===== src/rtl/exception_ctrl.sv =====
`default_nettype none
// ============================================================================
//  Module   : exception_ctrl
//  Purpose  : Exception / interrupt controller for a simple in-order core.
//             Takes invalid-opcode traps and a synchronized external IRQ,
//             redirects the PC to VECTOR_ADDR, records the return address
//             (ELR) and the cause (ESR), handles ERET and detects double
//             faults.
//  Ports    : clk, reset        - clock, synchronous active-high reset
//             ExtIRQ            - async level interrupt request
//             NotAnInstr, ERet  - decoder flags for the current instruction
//             PC                - address of the current instruction
//             Exc, EVAddr       - PC mux select / vector address
//             ExtIAck           - one-cycle interrupt acknowledge
//             ELR, ESR          - exception link / syndrome registers
//             InHandler, Halt   - handler active / double-fault halt
//  Revision : 1.0 - initial release
// ============================================================================
module exception_ctrl #(
    parameter logic [63:0] VECTOR_ADDR = 64'h0000_0000_0000_00D8,
    parameter int          SYNC_STAGES = 2
) (
    input  logic        clk,
    input  logic        reset,
    input  logic        ExtIRQ,
    input  logic        NotAnInstr,
    input  logic        ERet,
    input  logic [63:0] PC,
    output logic        Exc,
    output logic [63:0] EVAddr,
    output logic        ExtIAck,
    output logic [63:0] ELR,
    output logic [3:0]  ESR,
    output logic        InHandler,
    output logic        Halt
);

    typedef enum logic [1:0] {
        ST_RUN     = 2'd0,
        ST_ENTER   = 2'd1,
        ST_HANDLER = 2'd2,
        ST_FAULT   = 2'd3
    } state_t;

    localparam logic [3:0] c_ESR_IRQ   = 4'b0001;
    localparam logic [3:0] c_ESR_UNDEF = 4'b0010;
    localparam logic [3:0] c_ESR_DBL   = 4'b0011;

    state_t                  r_state_q, w_state_d;
    logic [63:0]             r_elr_q,   w_elr_d;
    logic [3:0]              r_esr_q,   w_esr_d;
    logic [SYNC_STAGES-1:0]  r_sync_q,  w_sync_d;
    logic                    w_irq_s;

    // Synchronizer: bit 0 samples the raw request, the top bit feeds the FSM.
    always_comb begin
        w_sync_d = {r_sync_q[SYNC_STAGES-2:0], ExtIRQ};
    end

    assign w_irq_s = r_sync_q[SYNC_STAGES-1];

    always_comb begin
        w_state_d = r_state_q;
        w_elr_d   = r_elr_q;
        w_esr_d   = r_esr_q;
        case (r_state_q)
            ST_RUN: begin
                // Invalid opcode outranks the IRQ; the IRQ level stays
                // pending and is taken after the handler returns.
                if (NotAnInstr) begin
                    w_elr_d   = PC;
                    w_esr_d   = c_ESR_UNDEF;
                    w_state_d = ST_ENTER;
                end else if (w_irq_s) begin
                    w_esr_d   = c_ESR_IRQ;
                    w_state_d = ST_ENTER;
                end
            end
            ST_ENTER: begin
                // For an IRQ the squashed instruction is the one to resume.
                if (r_esr_q == c_ESR_IRQ) begin
                    w_elr_d = PC;
                end
                w_state_d = ST_HANDLER;
            end
            ST_HANDLER: begin
                if (NotAnInstr) begin
                    w_elr_d   = PC;
                    w_esr_d   = c_ESR_DBL;
                    w_state_d = ST_FAULT;
                end else if (ERet) begin
                    w_state_d = ST_RUN;
                end
            end
            ST_FAULT: begin
                w_state_d = ST_FAULT;
            end
            default: begin
                w_state_d = ST_RUN;
            end
        endcase
    end

    always_ff @(posedge clk) begin
        if (reset) begin
            r_state_q <= ST_RUN;
            r_elr_q   <= 64'd0;
            r_esr_q   <= 4'd0;
            r_sync_q  <= '0;
        end else begin
            r_state_q <= w_state_d;
            r_elr_q   <= w_elr_d;
            r_esr_q   <= w_esr_d;
            r_sync_q  <= w_sync_d;
        end
    end

    // Outputs depend on registers only.
    assign Exc       = (r_state_q == ST_ENTER);
    assign ExtIAck   = (r_state_q == ST_ENTER) && (r_esr_q == c_ESR_IRQ);
    assign InHandler = (r_state_q == ST_HANDLER);
    assign Halt      = (r_state_q == ST_FAULT);
    assign EVAddr    = VECTOR_ADDR;
    assign ELR       = r_elr_q;
    assign ESR       = r_esr_q;

endmodule
`default_nettype wire


===== config.mk =====
export PLATFORM = sky130hd
export DESIGN_NAME = exception_ctrl
export DESIGN_NICKNAME = d
export VERILOG_FILES = /design/src/rtl/exception_ctrl.sv
export SDC_FILE = /design/constraint.sdc
export NUM_CORES = 1
export LEC_CHECK = 0
export ABC_CLOCK_PERIOD_IN_PS = 1400
export CORE_MARGIN = 10
export CORE_UTILIZATION = 39
export CTS_CLUSTER_SIZE = 10
export DETAILED_ROUTE_END_ITERATION = 12
export GPL_TIMING_DRIVEN = 0
export PLACE_DENSITY = 0.81
export SYNTH_ARGS = -nofsm -noshare
export SYNTH_HDL_FRONTEND = slang
export SYNTH_SLANG_ARGS = --single-unit

===== constraint.sdc =====
create_clock -name clk -period 1.4 [get_ports clk]
set_input_delay 0.42 -clock clk [delete_from_list [all_inputs] [get_ports clk]]
set_output_delay 0.42 -clock clk [all_outputs]
set_load 0.01 [all_outputs]

=== After elaboration in Yosys (flattened, before gate mapping) ===
Cells that the tools add are included.

* RAM bits: 0
* Latch bits: 0
* Register bits after elaboration: 72
* Memories: 0
* Bits in read-only memories: 0
* Input bits: 69
* Output and inout bits: 136
* Word-level logic and storage cells: 33

* Multiply operators: 0
* Bitwise operators: 0
* Divide/modulo/power cells: 0
* Equality and inequality tests: 9
* $lt $le $gt $ge: 0
* Mux-type cells: 12
* Add/subtract/negate cells: 0
* Shift-type cells: 0
* Reduce and logical (&&, ||, !) cells: 8

{| class="wikitable"
|+ Operators with widths
! kind !! number
|-
| $mux 64 || 2
|-
| $pmux 64 s2 || 1
|-
| $mux 4 || 3
|-
| $mux 2 || 4
|-
| $pmux 2 s4 || 1
|-
| $pmux 4 s2 || 1
|-
| $ne 3x3->1 const B || 2
|-
| $reduce_and 3->1 || 2
|-
| $eq 2x2->1 const B || 2
|-
| $eq 4x1->1 const B || 1
|-
| $ne 2x1->1 const B || 2
|-
| $reduce_bool 2->1 || 2
|-
| $eq 2x1->1 const B || 1
|-
| $logic_not 2->1 || 1
|-
| $ne 2x2->1 const B || 1
|-
| $reduce_and 2->1 || 1
|-
| $reduce_or 2->1 || 1
|-
| $logic_and 1x1->1 || 1
|}

=== Logic depth before layout (Yosys ltp) ===
* Depth after elaboration: 4
* Mapped depth: 5
* Depth with buffers taken out: 3

=== Worst setup path after synthesis ===
No wires, ideal clock.

* Kind: input to register
* Start: input port reset
* End: register r_elr_q[32], in the netlist ELR[32]
* Stages on the path: 5
* Path slack: 0.062 ns
* Data arrival time: 1.220 ns
* Path buffers: 3
* Data required time: 1.282 ns
* Library setup time: 0.118 ns
* Cell sequence: buf_2 > clkbuf_1 > clkbuf_1 > nand2b_1 > mux2i_1

{| class="wikitable"
|+ RTL lines
! what !! line !! RTL
|-
| start, declared || 24 || <nowiki>input logic reset,</nowiki>
|-
| end signal, assigned || 112 || <nowiki>r_elr_q <= w_elr_d;</nowiki>
|-
| end, declared || 50 || <nowiki>logic [63:0] r_elr_q, w_elr_d;</nowiki>
|}

=== Worst setup path in the final report ===
* Start: register r_state_q[0]
* End: output port Exc

* Cells in the longest elaborated chain, start to end: 1

{| class="wikitable"
|+ Ends and longest elaborated chain
! what !! line !! RTL
|-
| start, declared || 49 || <nowiki>state_t r_state_q, w_state_d;</nowiki>
|-
| start signal, assigned || 111 || <nowiki>r_state_q <= w_state_d;</nowiki>
|-
| $eq 2x1->1 || 119 || <nowiki>assign Exc = (r_state_q == ST_ENTER);</nowiki>
|-
| end, declared || 29 || <nowiki>output logic Exc,</nowiki>
|}

No other way between the ends.

==> results.toml <==
[pwr]
p_comb_share_pct = 26.1
power_mw = 5.43
switchingPower_mw = 1.39
intPower_mw = 4.05
vdd_drop_max_v = 0.000477
sw_frac_of_total_pct = 25.5
total_leakage_power_nw = 2.90
power-per-cell-area_nw_per_um2 = 909
power.share.clock_pct = 33.2
pwr-share-seq_pct = 40.7

[critical_path]
critPathMostFrequentCell = "buf_6"
crit_family = "flip-flops"
cp_max_fo = 4
timing.critical_path.from_type = "flip-flop"
cp.buffers_inverters = 2
end_kind = "output pin"
cpPeakStageDelay_ps = 360
crit_type = "reg2out"
cp.arrival_ps = 1120
cp.required_ps = 980
path_cells = "buf_6, and2b_2, buf_6"
slowest_stage = "dfxtp_4"

[clock_network]
postCtsHoldBufs = 0
clock_path_buffers = 2
cts.clk_slew.worst_paths_ps = 80
root_buffer = "clkbuf_8"
clk_latency_ps = 340
clock-sinks = 70
numCtsBuffers = 9
cts_tree = "done"
h-tree-depth = 3

[synthesis]
synthDistinctLibCells = 20
syn_area_sq_um = 3690
seq_area_frac_synth_pct = 38.0
ys_ff_latch = 70
syn_avg_cell_area_sq_um = 9.91
syn_inst = 372
yosys_warnings = 0

[detailed_routing]
drt_iter0_drc = 79
avgRoutedWirePerCell_um = 14.3
postRouteAntennaNets = 0
route.detailed.drc = 0
viasPerCell = 4.09
wirelength_um = 10600
via_count = 3018
dr.pass1.iters = 4

[sta]
period_share_pct = 110
max_freq_mhz = 647
fin_tns_setup_ps = -3070
final_max_slew_viol_count = 0
period_needed_ps = 1540
finalHoldViolCount = 0
rsz0062_at_grt = "yes"
setup_viol = 41
hold_ws_ps = 474
setup_slack_ps = -145
clock_skew_ps = 8.78

[outcome]
status = "finished with violations"
violations = "negative setup slack"

[floorplanning]
start_util_pct = 39.9
coreArea_sq_um = 9240
die_h_um = 117
die-area_sq_um = 13700
die_w_um = 117
io_pins = 205
row_count = 35

[global_routing]
grt_pass1_vias = 3116
grt-ovfl-total = 0
grt_usage_pct = 14.5
grt_pass1_wl_um = 15600
grt_max_degree = 19
antenna_found_initial = 0

[cells_and_area]
nets = 673
n_antenna_cell = 0
syn_to_final_growth_pct = 62.1
drive_above_1_share_pct = 24.0

[worst_hold_path]
hold_class = "reg2reg"

[flow_run]
maxCapViolCount = 0

[placement]
post-dp-hpwl_um = 8170
finalWeightedCongestion = 0.761
port_buffers = 137
==> layout by cell type, fill, tap and decap left out, types with 3 or more instances in the layout <==
cell / n
a21oi_1: 3
and2b_2: 3
buf_12: 14
buf_16: 6
buf_4: 71
buf_6: 5
clkbuf_1: 15
clkbuf_2: 18
clkbuf_8: 10
clkdlybuf4s15_1: 35
clkdlybuf4s15_2: 3
clkdlybuf4s50_1: 66
conb_1: 66
dfxtp_1: 66
dlygate4sd2_1: 11
mux2i_1: 64
nand2b_1: 130
==> final timing paths <==
kind                            slack (ps)  endpoint  cells past startpoint          from
worst min register to register         470   ELR[31]                      2       ELR[31]
worst min-delay path                   470   ELR[31]                      2       ELR[31]
worst max register to register         -90   ELR[39]                      7  r_state_q[1]
worst max-delay path                  -140       Exc                      3  r_state_q[0]
==> cell usage after synthesis <==
| library cell | instances | share of area (%) |
|---|---|---|
| nand2b_1 | 130 | 22 |
| dfxtp_1 | 70 | 38 |
| buf_4 | 66 | 13 |
| mux2i_1 | 65 | 18 |
| clkbuf_1 | 14 | 1.4 |
| buf_12 | 6 | 3.3 |
| a21oi_1 | 3 | 0.41 |
| and2b_2 | 3 | 0.71 |
| conb_1 | 2 | 0.20 |
| nor2_1 | 2 | 0.20 |
| nor2b_1 | 2 | 0.34 |
| and2b_4 | 1 | 0.27 |
| and4bb_4 | 1 | 0.44 |
| buf_2 | 1 | 0.14 |
| inv_1 | 1 | 0.10 |
| nand2_1 | 1 | 0.10 |
| nor2_8 | 1 | 0.54 |
| o21bai_1 | 1 | 0.20 |
| o32ai_1 | 1 | 0.24 |
| or3b_2 | 1 | 0.24 |
==> per-layer routing <==
metal | vias to the layer above | share of wire, % | global-route usage [%]
met5 | - | 0 | 0
met4 | 0 | 1.6 | 6.18
met3 | 12 | 12 | 7.19
met2 | 124 | 50 | 24.9
met1 | 1362 | 37 | 14.6
li1 | 1520 | - | -
==> worst register-to-register path: cells and delay by family (launching register included) <==
kind | cells | cell delay [ps]
buf+inv | 4 | 540
flops | 1 | 360
simple gates | 2 | 350
mux | 1 | 110
==> power by group through the flow <==
stage | clock (mW) | sequential (mW) | combinational [mW]
finish | 1.80 | 2.21 | 1.42
detailed placement | 0 | 2.26 | 1.28
CTS | 1.85 | 2.21 | 1.41
global route | 1.93 | 2.23 | 1.53
floorplan | 0 | 2.32 | 0.647
global placement | 0 | 2.25 | 1.26
==> per-stage QoR <==
stage	instance area [sq um]	utilization [%]	std cells	setup WS [ps]
global route	5980	64.7	738	-189
finish	5980	64.7	738	-145
global placement	5460	59.1	702	-489
floorplan	3930	-	436	62.2
CTS	5990	64.8	736	-211
detailed placement	5460	59.1	702	-532
==> flip-flops by register name (all words and copies together) (netlist names) <==
signal / cells
ESR: 2
r_state_q: 2
ELR: 64
r_sync_q: 2
==> cell type report <==
type	count	area (sq um)
clock inverter	4	70.1
inverter	1	3.75
tap	129	161
sequential	70	1410
timing repair buffer	158	1660
buffer	86	669
clock buffer	12	145
fill	765	3260
multi-input combinational	278	1860
==> repair_timing <==
| item | in CTS | in global routing |
|---|---|---|
| endpoints found under the setup margin | 132 | 113 |
| gates resized for setup | 124 | 57 |
| pin swaps | 2 | 1 |
| setup buffers | 13 | 2 |
| cloned | 6 | 0 |
==> cells by family (layout without fill, tap and decap cells) <==
family                 after synthesis  after routing  share of synthesized area (%)
buffers and inverters               88            261                           18.4
and+or+nand+nor                    142            142                           24.9
muxes                               65             65                           17.7
AOI/OAI and AO/OA                    5              5                          0.849
DFF                                 70             70                           38.0
other                                2             66                          0.204
Power figures use the tool's default switching activity.
